## src/rtl/edge_det_bank_pkg.sv

```systemverilog
// Shared types and helpers for the edge detector bank.
package edge_det_bank_pkg;

  // Classification of what the filtered state does on the current edge
  typedef enum logic [1:0] {
    EDGE_NONE = 2'd0,
    EDGE_RISE = 2'd1,
    EDGE_FALL = 2'd2
  } edge_kind_t;

  // Mismatch counter width: ceil(log2(filt+1)), never below one bit
  function automatic int cnt_width(input int filt);
    int w;
    w = $clog2(filt + 1);
    return (w < 1) ? 1 : w;
  endfunction

endpackage

```

## src/rtl/edge_det_chan.sv

```systemverilog
// One channel: synchroniser, glitch filter, edge pulses and sticky pend flag.
module edge_det_chan
  import edge_det_bank_pkg::*;
#(
  parameter int SYNC_STAGES = 2,
  parameter int FILT_CNT    = 3
) (
  input  logic clk,
  input  logic rst,
  input  logic ce,
  input  logic i,
  input  logic rise_en,
  input  logic fall_en,
  input  logic clr,
  output logic pe,
  output logic ne,
  output logic ee,
  output logic pend
);

  localparam int              CW      = cnt_width(FILT_CNT);
  localparam logic [CW-1:0]   CNT_MAX = CW'(FILT_CNT);

  logic [SYNC_STAGES-1:0] r_sync;
  logic                   r_st;
  logic [CW-1:0]          r_cnt;
  logic                   r_pe;
  logic                   r_ne;
  logic                   r_ee;
  logic                   r_pend;
  logic                   w_s;
  logic                   w_set;
  edge_kind_t             w_edge;

  assign w_s = r_sync[SYNC_STAGES-1];

  // Synchroniser chain, runs every clock independent of ce
  always_ff @(posedge clk) begin
    if (rst) r_sync <= '0;
    else     r_sync <= {r_sync[SYNC_STAGES-2:0], i};
  end

  // Decide whether the filtered state flips on this edge, and which way
  always_comb begin
    w_edge = EDGE_NONE;
    if (ce && (w_s != r_st) && (r_cnt == CNT_MAX))
      w_edge = w_s ? EDGE_RISE : EDGE_FALL;
  end

  // Mismatch counter and filtered state; counter saturates at CNT_MAX by flipping
  always_ff @(posedge clk) begin
    if (rst) begin
      r_st  <= 1'b0;
      r_cnt <= '0;
    end else if (ce) begin
      if (w_s == r_st) begin
        r_cnt <= '0;
      end else if (r_cnt == CNT_MAX) begin
        r_st  <= w_s;
        r_cnt <= '0;
      end else begin
        r_cnt <= r_cnt + CW'(1);
      end
    end
  end

  // One-clock edge pulses registered on the flip edge
  always_ff @(posedge clk) begin
    if (rst) begin
      r_pe <= 1'b0;
      r_ne <= 1'b0;
      r_ee <= 1'b0;
    end else begin
      r_pe <= (w_edge == EDGE_RISE);
      r_ne <= (w_edge == EDGE_FALL);
      r_ee <= (w_edge != EDGE_NONE);
    end
  end

  assign w_set = ((w_edge == EDGE_RISE) && rise_en) ||
                 ((w_edge == EDGE_FALL) && fall_en);

  // Sticky pend flag: a new qualified edge wins over a simultaneous clear
  always_ff @(posedge clk) begin
    if (rst)        r_pend <= 1'b0;
    else if (w_set) r_pend <= 1'b1;
    else if (clr)   r_pend <= 1'b0;
  end

  assign pe   = r_pe;
  assign ne   = r_ne;
  assign ee   = r_ee;
  assign pend = r_pend;

endmodule

```

## src/rtl/edge_det_bank.sv

```systemverilog
// Bank of independent edge-detect channels with a combined interrupt.
module edge_det_bank
  import edge_det_bank_pkg::*;
#(
  parameter int WIDTH       = 8,
  parameter int SYNC_STAGES = 2,
  parameter int FILT_CNT    = 3
) (
  input  logic             clk,
  input  logic             rst,
  input  logic             ce,
  input  logic [WIDTH-1:0] i,
  input  logic [WIDTH-1:0] rise_en,
  input  logic [WIDTH-1:0] fall_en,
  input  logic [WIDTH-1:0] clr,
  output logic [WIDTH-1:0] pe,
  output logic [WIDTH-1:0] ne,
  output logic [WIDTH-1:0] ee,
  output logic [WIDTH-1:0] pend,
  output logic             irq
);

  logic [WIDTH-1:0] w_pend;

  for (genvar g = 0; g < WIDTH; g++) begin : g_chan
    edge_det_chan #(
      .SYNC_STAGES (SYNC_STAGES),
      .FILT_CNT    (FILT_CNT)
    ) u_chan (
      .clk     (clk),
      .rst     (rst),
      .ce      (ce),
      .i       (i[g]),
      .rise_en (rise_en[g]),
      .fall_en (fall_en[g]),
      .clr     (clr[g]),
      .pe      (pe[g]),
      .ne      (ne[g]),
      .ee      (ee[g]),
      .pend    (w_pend[g])
    );
  end

  assign pend = w_pend;
  assign irq  = |w_pend;

endmodule

```

## config.mk

```make
export PLATFORM = sky130hd
export DESIGN_NAME = edge_det_bank
export DESIGN_NICKNAME = d
export VERILOG_FILES = /design/src/rtl/edge_det_bank_pkg.sv /design/src/rtl/edge_det_chan.sv /design/src/rtl/edge_det_bank.sv
export SDC_FILE = /design/constraint.sdc
export NUM_CORES = 1
export LEC_CHECK = 0
export BUFFER_PORTS_ARGS = -buffer_cell sky130_fd_sc_hd__buf_2
export CORE_MARGIN = 2
export CORE_UTILIZATION = 48
export DETAILED_ROUTE_END_ITERATION = 12
export PLACE_DENSITY = 0.73
export SLEW_MARGIN = 30
export SYNTH_ARGS = -nofsm -noshare
export SYNTH_HDL_FRONTEND = slang
export SYNTH_SLANG_ARGS = --single-unit
```

## constraint.sdc

```tcl
create_clock -name clk -period 1.5 [get_ports clk]
set_input_delay 0.3 -clock clk [delete_from_list [all_inputs] [get_ports clk]]
set_output_delay 0.3 -clock clk [all_outputs]
set_load 0.1 [all_outputs]
```

## Word-level counts from Yosys, hierarchy flattened

Cells that the tools add are included.

- Equal/unequal tests: 40
- Reduce and logical (&&, ||, !) cells: 65
- Bitwise logic cells: 8
- $mul: 0
- Shifts and indexed selects: 0
- Order comparisons: 0
- Divide/modulo/power cells: 0
- $add $sub $neg: 8
- Multiplexer cells: 48

Operator list:

| operator | count |
|---|---|
| $mux 2 | 32 |
| $eq 2x2->1 const B | 16 |
| $logic_and 1x1->1 | 32 |
| $reduce_bool 2->1 | 16 |
| $reduce_and 3->1 | 8 |
| $add 2x1->2 const B | 8 |
| $eq 2x1->1 const B | 8 |
| $mux 1 | 16 |
| $eq 1x1->1 | 8 |
| $logic_or 1x1->1 | 8 |
| $ne 1x1->1 | 8 |
| $not 1->1 | 8 |
| $reduce_or 8->1 | 1 |

- Input port bits: 35
- ROM bits: 0
- Bits in latches: 0
- Word-level logic and storage cells: 225
- Bits in writable memories: 0
- Register bits: 72
- Memories kept: 0

## Logic depth before layout (Yosys ltp)

- Depth after elaboration: 8
- Gate-level depth with buffers: 5

## Hierarchy

A second synthesis with hierarchy kept.

- Cell total of the unflattened synthesis: 267
- Area, all modules: 2648.8 um^2

Modules (own cells, without submodules):

| module | area an instance (um^2) | times used | cells each | seq. area each (um^2) |
|---|---|---|---|---|
| edge_det_chan | 329.1 | 8 | 33 | 180.2 |
| edge_det_bank | 16.3 | 1 | 3 | 0.0 |

## Worst setup path before layout

OpenSTA, ideal clock, no wires.

- Path kind: reg-to-output
- Start: register g_chan[7].u_chan.r_pend
- End: output irq
- Path slack: 66 ps
- Stages on the path, launching flop included: 3
- Arrival: 1134 ps
- Path buffers: 0
- Required time: 1200 ps
- Path through: dfxtp_1 > nor4_1 > nand2_1

- Longest elaborated chain between the ends: 1

Ends and longest elaborated chain:

| what | line | source |
|---|---|---|
| start, declared | edge_det_chan.sv:30 | `logic r_pend;` |
| start signal, assigned | edge_det_chan.sv:85 | `if (rst) r_pend <= 1'b0;` |
| start signal, assigned | edge_det_chan.sv:86 | `else if (w_set) r_pend <= 1'b1;` |
| start signal, assigned | edge_det_chan.sv:87 | `else if (clr) r_pend <= 1'b0;` |
| $reduce_or 8->1 | edge_det_bank.sv:45 | `assign irq = \|w_pend;` |
| end, declared | edge_det_bank.sv:20 | `output logic irq` |

Every way passes these cells.

## Worst setup path after layout

- Start: register g_chan[1].u_chan.r_pend
- End: output irq

- Longest elaborated chain between the ends: 1

Ends and longest elaborated chain:

| what | line |
|---|---|
| start, declared | edge_det_chan.sv:30 |
| start signal, assigned | edge_det_chan.sv:85 |
| start signal, assigned | edge_det_chan.sv:86 |
| start signal, assigned | edge_det_chan.sv:87 |
| $reduce_or 8->1 | edge_det_bank.sv:45 |

Every way passes these cells.

==> run summary <==
outcome - finished with violations
failing checks - setup timing
worst vdd ir - 0.636 mV
Reg clk slew, reported paths - 0.07 ns
GPL Wtd Cong - 0.756
clk_lat worst skew - 0.34 ns
sequential fraction of the synthesis area - 49.7%
Die Width - 81.7 um
average wire per standard cell - 11.9 um
initial antenna violation count - 0
# DRC - 0
period utilization - 106%
via count - 2,161
number of global-route vias before repair - 1,991
largest net degree at the start of global routing - 49
RSZ-0062 raised after global routing - yes
CTS Root Cell - clkbuf_8
area of the multi-input gates - 1170 um^2
Area Overhead vs Synth - 15.6%
DRT Wirelength - 5100 um
Worst Path Max Fanout - 2
IO Pins - 68
Post-Syn Area - 2900 um^2
H-tree Lvls - 3
post-layout min period - 1.59 ns
Total GRT Usage - 16.3%
Pwr Density - 1060 nW/um^2
met1 wire length - 2230 um
syn nets - 354
met2 WL - 2570 um
Pins Over Slew Limit - 0
GRT overflow - 0
fmax - 627 MHz
Yosys warnings - 0
leading area contributor after synthesis - dfxtp_1
synthesized instance count - 311
# diodes - 0
Worst EP arrival - 1.29 ns
Die ar. - 6670 um^2
maxcap violations - 0
post-DR vias/cell - 5.03
Mapped Avg Cell Area - 9.32 um^2
first-pass GRT wire length - 8300 um
Synth Register Bits - 72
WL met3 - 219 um
clock skew - 0.00751 ns
leak pwr - 0.00144 uW
Starting DRT DRC Count - 56
Top Metal Used - met4
main area contributors after synthesis - dfxtp_1 (50%), buf_4 (8.3%), nor2b_1 (4.7%)
data required time of the worst path - 1.20 ns
PortBufs - 67
CTS Sinks - 72
final hold violations - 0
Worst Tran Pin Value - 0.493 ns
clk buf depth - 2
total CTS buffers - 9
layout cells sized above 1 - 26.2%
final std cells w/o fill - 430
Rel. slew slack - 67.4%
Die H - 81.7 um
detailed placer's ending HPWL - 3480 um
DP Cell Count - 414
Area after DPL - 3090 um^2
FF+latch area - 1440 um^2
initial core utilization - 49.2%
worst hold path class - in -> reg
crit path capture type - output port
Yosys cell types - 23
first drt pass iteration count - 4
Final #Nets - 394
Fillers - 528
remaining antenna violation count after routing - 0
CTS tree - yes
Yosys top cell area share - 49.7%
FP Rows - 28
# setup viols final - 1
Post-Layout Inst Area - 3350 um^2
Worst Setup Path Type - reg -> out
final setup margin - -0.0950 ns
core area - 5890 um^2
CP Launch Type - flop
power breakdown:
part | leakage (uW) | internal (uW) | switching (uW)
clock | 0.0000975 | 770 | 668
combinational | 0.000762 | 79.1 | 78.3
sequential | 0.000585 | 1940 | 18.3
worst max-delay path, cell delays in order, from the launching register on:
cell,delay [ns]
dfxtp_2,0.33
nor4_2,0.25
buf_4,0.16
nand2_4,0.05
buf_12,0.17
sequential cells by signal, indices dropped and copies added (netlist names):
register and flops:
g_chan.u_chan.r_sync 16, g_chan.u_chan.ne 8, g_chan.u_chan.ee 8, g_chan.u_chan.pend 8, g_chan.u_chan.r_st 8, g_chan.u_chan.pe 8
g_chan.u_chan.r_cnt 16
cells by family after synthesis:
family / count (synthesis) / share of synthesized area [%]
AOI/OAI and AO/OA: 40 / 8.85
xor gates and xnor gates: 8 / 2.42
adders and majority gates: 8 / 3.45
buffers and inverters: 52 / 11.0
DFF: 72 / 49.7
and+or+nand+nor: 131 / 24.6
final timing paths:
| path | start | to | slack [ns] | depth (start not counted) |
|---|---|---|---|---|
| max | g_chan[1].u_chan.pend | irq | -0.09 | 4 |
| min | clr[1] | g_chan[1].u_chan.pend | 0.15 | 2 |
| max reg2reg | g_chan[6].u_chan.r_cnt[0] | g_chan[6].u_chan.r_cnt[0] | 0.23 | 3 |
| min reg2reg | g_chan[0].u_chan.r_sync[0] | g_chan[0].u_chan.r_sync[1] | 0.44 | 1 |
timing repair:
action,in CTS,in global routing
pin swaps,1,0
hold buffers,0,0
buffers inserted,1,0
endpoints found under the setup margin,1,4
resized for setup,11,6
cells in the mapped netlist:
| master | instances |
|---|---|
| nand3b_1 | 4 |
| ha_1 | 8 |
| dfxtp_1 | 72 |
| a2bb2oi_1 | 5 |
| nand2b_1 | 16 |
| nor3b_1 | 11 |
| xor2_1 | 7 |
| and3_1 | 12 |
| o21a_1 | 3 |
| nor2b_1 | 22 |
| nand3_1 | 22 |
| buf_1 | 4 |
| nor2_1 | 8 |
| nand2_1 | 33 |
| buf_2 | 2 |
| clkbuf_1 | 6 |
| inv_1 | 8 |
| xnor2_1 | 1 |
| a21oi_1 | 24 |
| or4b_1 | 1 |
| buf_4 | 32 |
| o32ai_1 | 8 |
| nor4_1 | 2 |
layout make-up:
cell class	count	share of cell area (%)
timing repair buffer	73	12.6
tap	75	2.80
inverter	8	0.897
clock buffer	13	5.34
sequential	72	43.1
clock inverter	2	0.374
multi-input combinational	187	34.9
routing by layer:
layer / global-route usage (%) / vias up
li1: - / 1095
met1: 18.3 / 1018
met2: 28.5 / 39
met3: 3.85 / 9
met4: 8.50 / 0
met5: 0 / -
metrics by stage:
step | power [uW] | setup WS [ns] | setup TNS [ns] | util (%) | hold slack (ns)
2_1_floorplan | 2080 | 0.0655 | 0 | - | 0.414
3_3_place_gp | 2150 | 0.128 | 0 | 52.5 | 0.418
3_5_place_dp | 2160 | 0.121 | 0 | 52.5 | 0.430
4_1_cts | 3590 | -0.125 | -0.125 | 56.6 | 0.135
5_1_grt | 3690 | -0.167 | -0.202 | 56.9 | 0.150
6_report | 3550 | -0.0950 | -0.0950 | 56.9 | 0.150
layout by cell type, fill, tap and decap left out:
cell	netlist	final
clkbuf_4	0	4
o32ai_1	8	8
nand3_1	22	22
buf_2	2	60
nand2_1	33	32
nor3b_1	11	11
or4b_1	1	1
nor2_1	8	8
clkinvlp_4	0	1
nor4_4	0	1
nor4_2	0	1
xor2_1	7	7
nand3b_1	4	4
a21oi_1	24	24
a2bb2oi_1	5	5
nor2b_1	22	22
buf_12	0	2
clkbuf_8	0	13
buf_4	32	7
and3_1	12	12
o21a_1	3	3
ha_1	8	8
clkinv_2	0	1
dfxtp_2	0	2
inv_1	8	8
xnor2_1	1	1
dfxtp_1	72	70
nand2_4	0	1
nand2b_1	16	16
(Power assumes the default switching activity.)
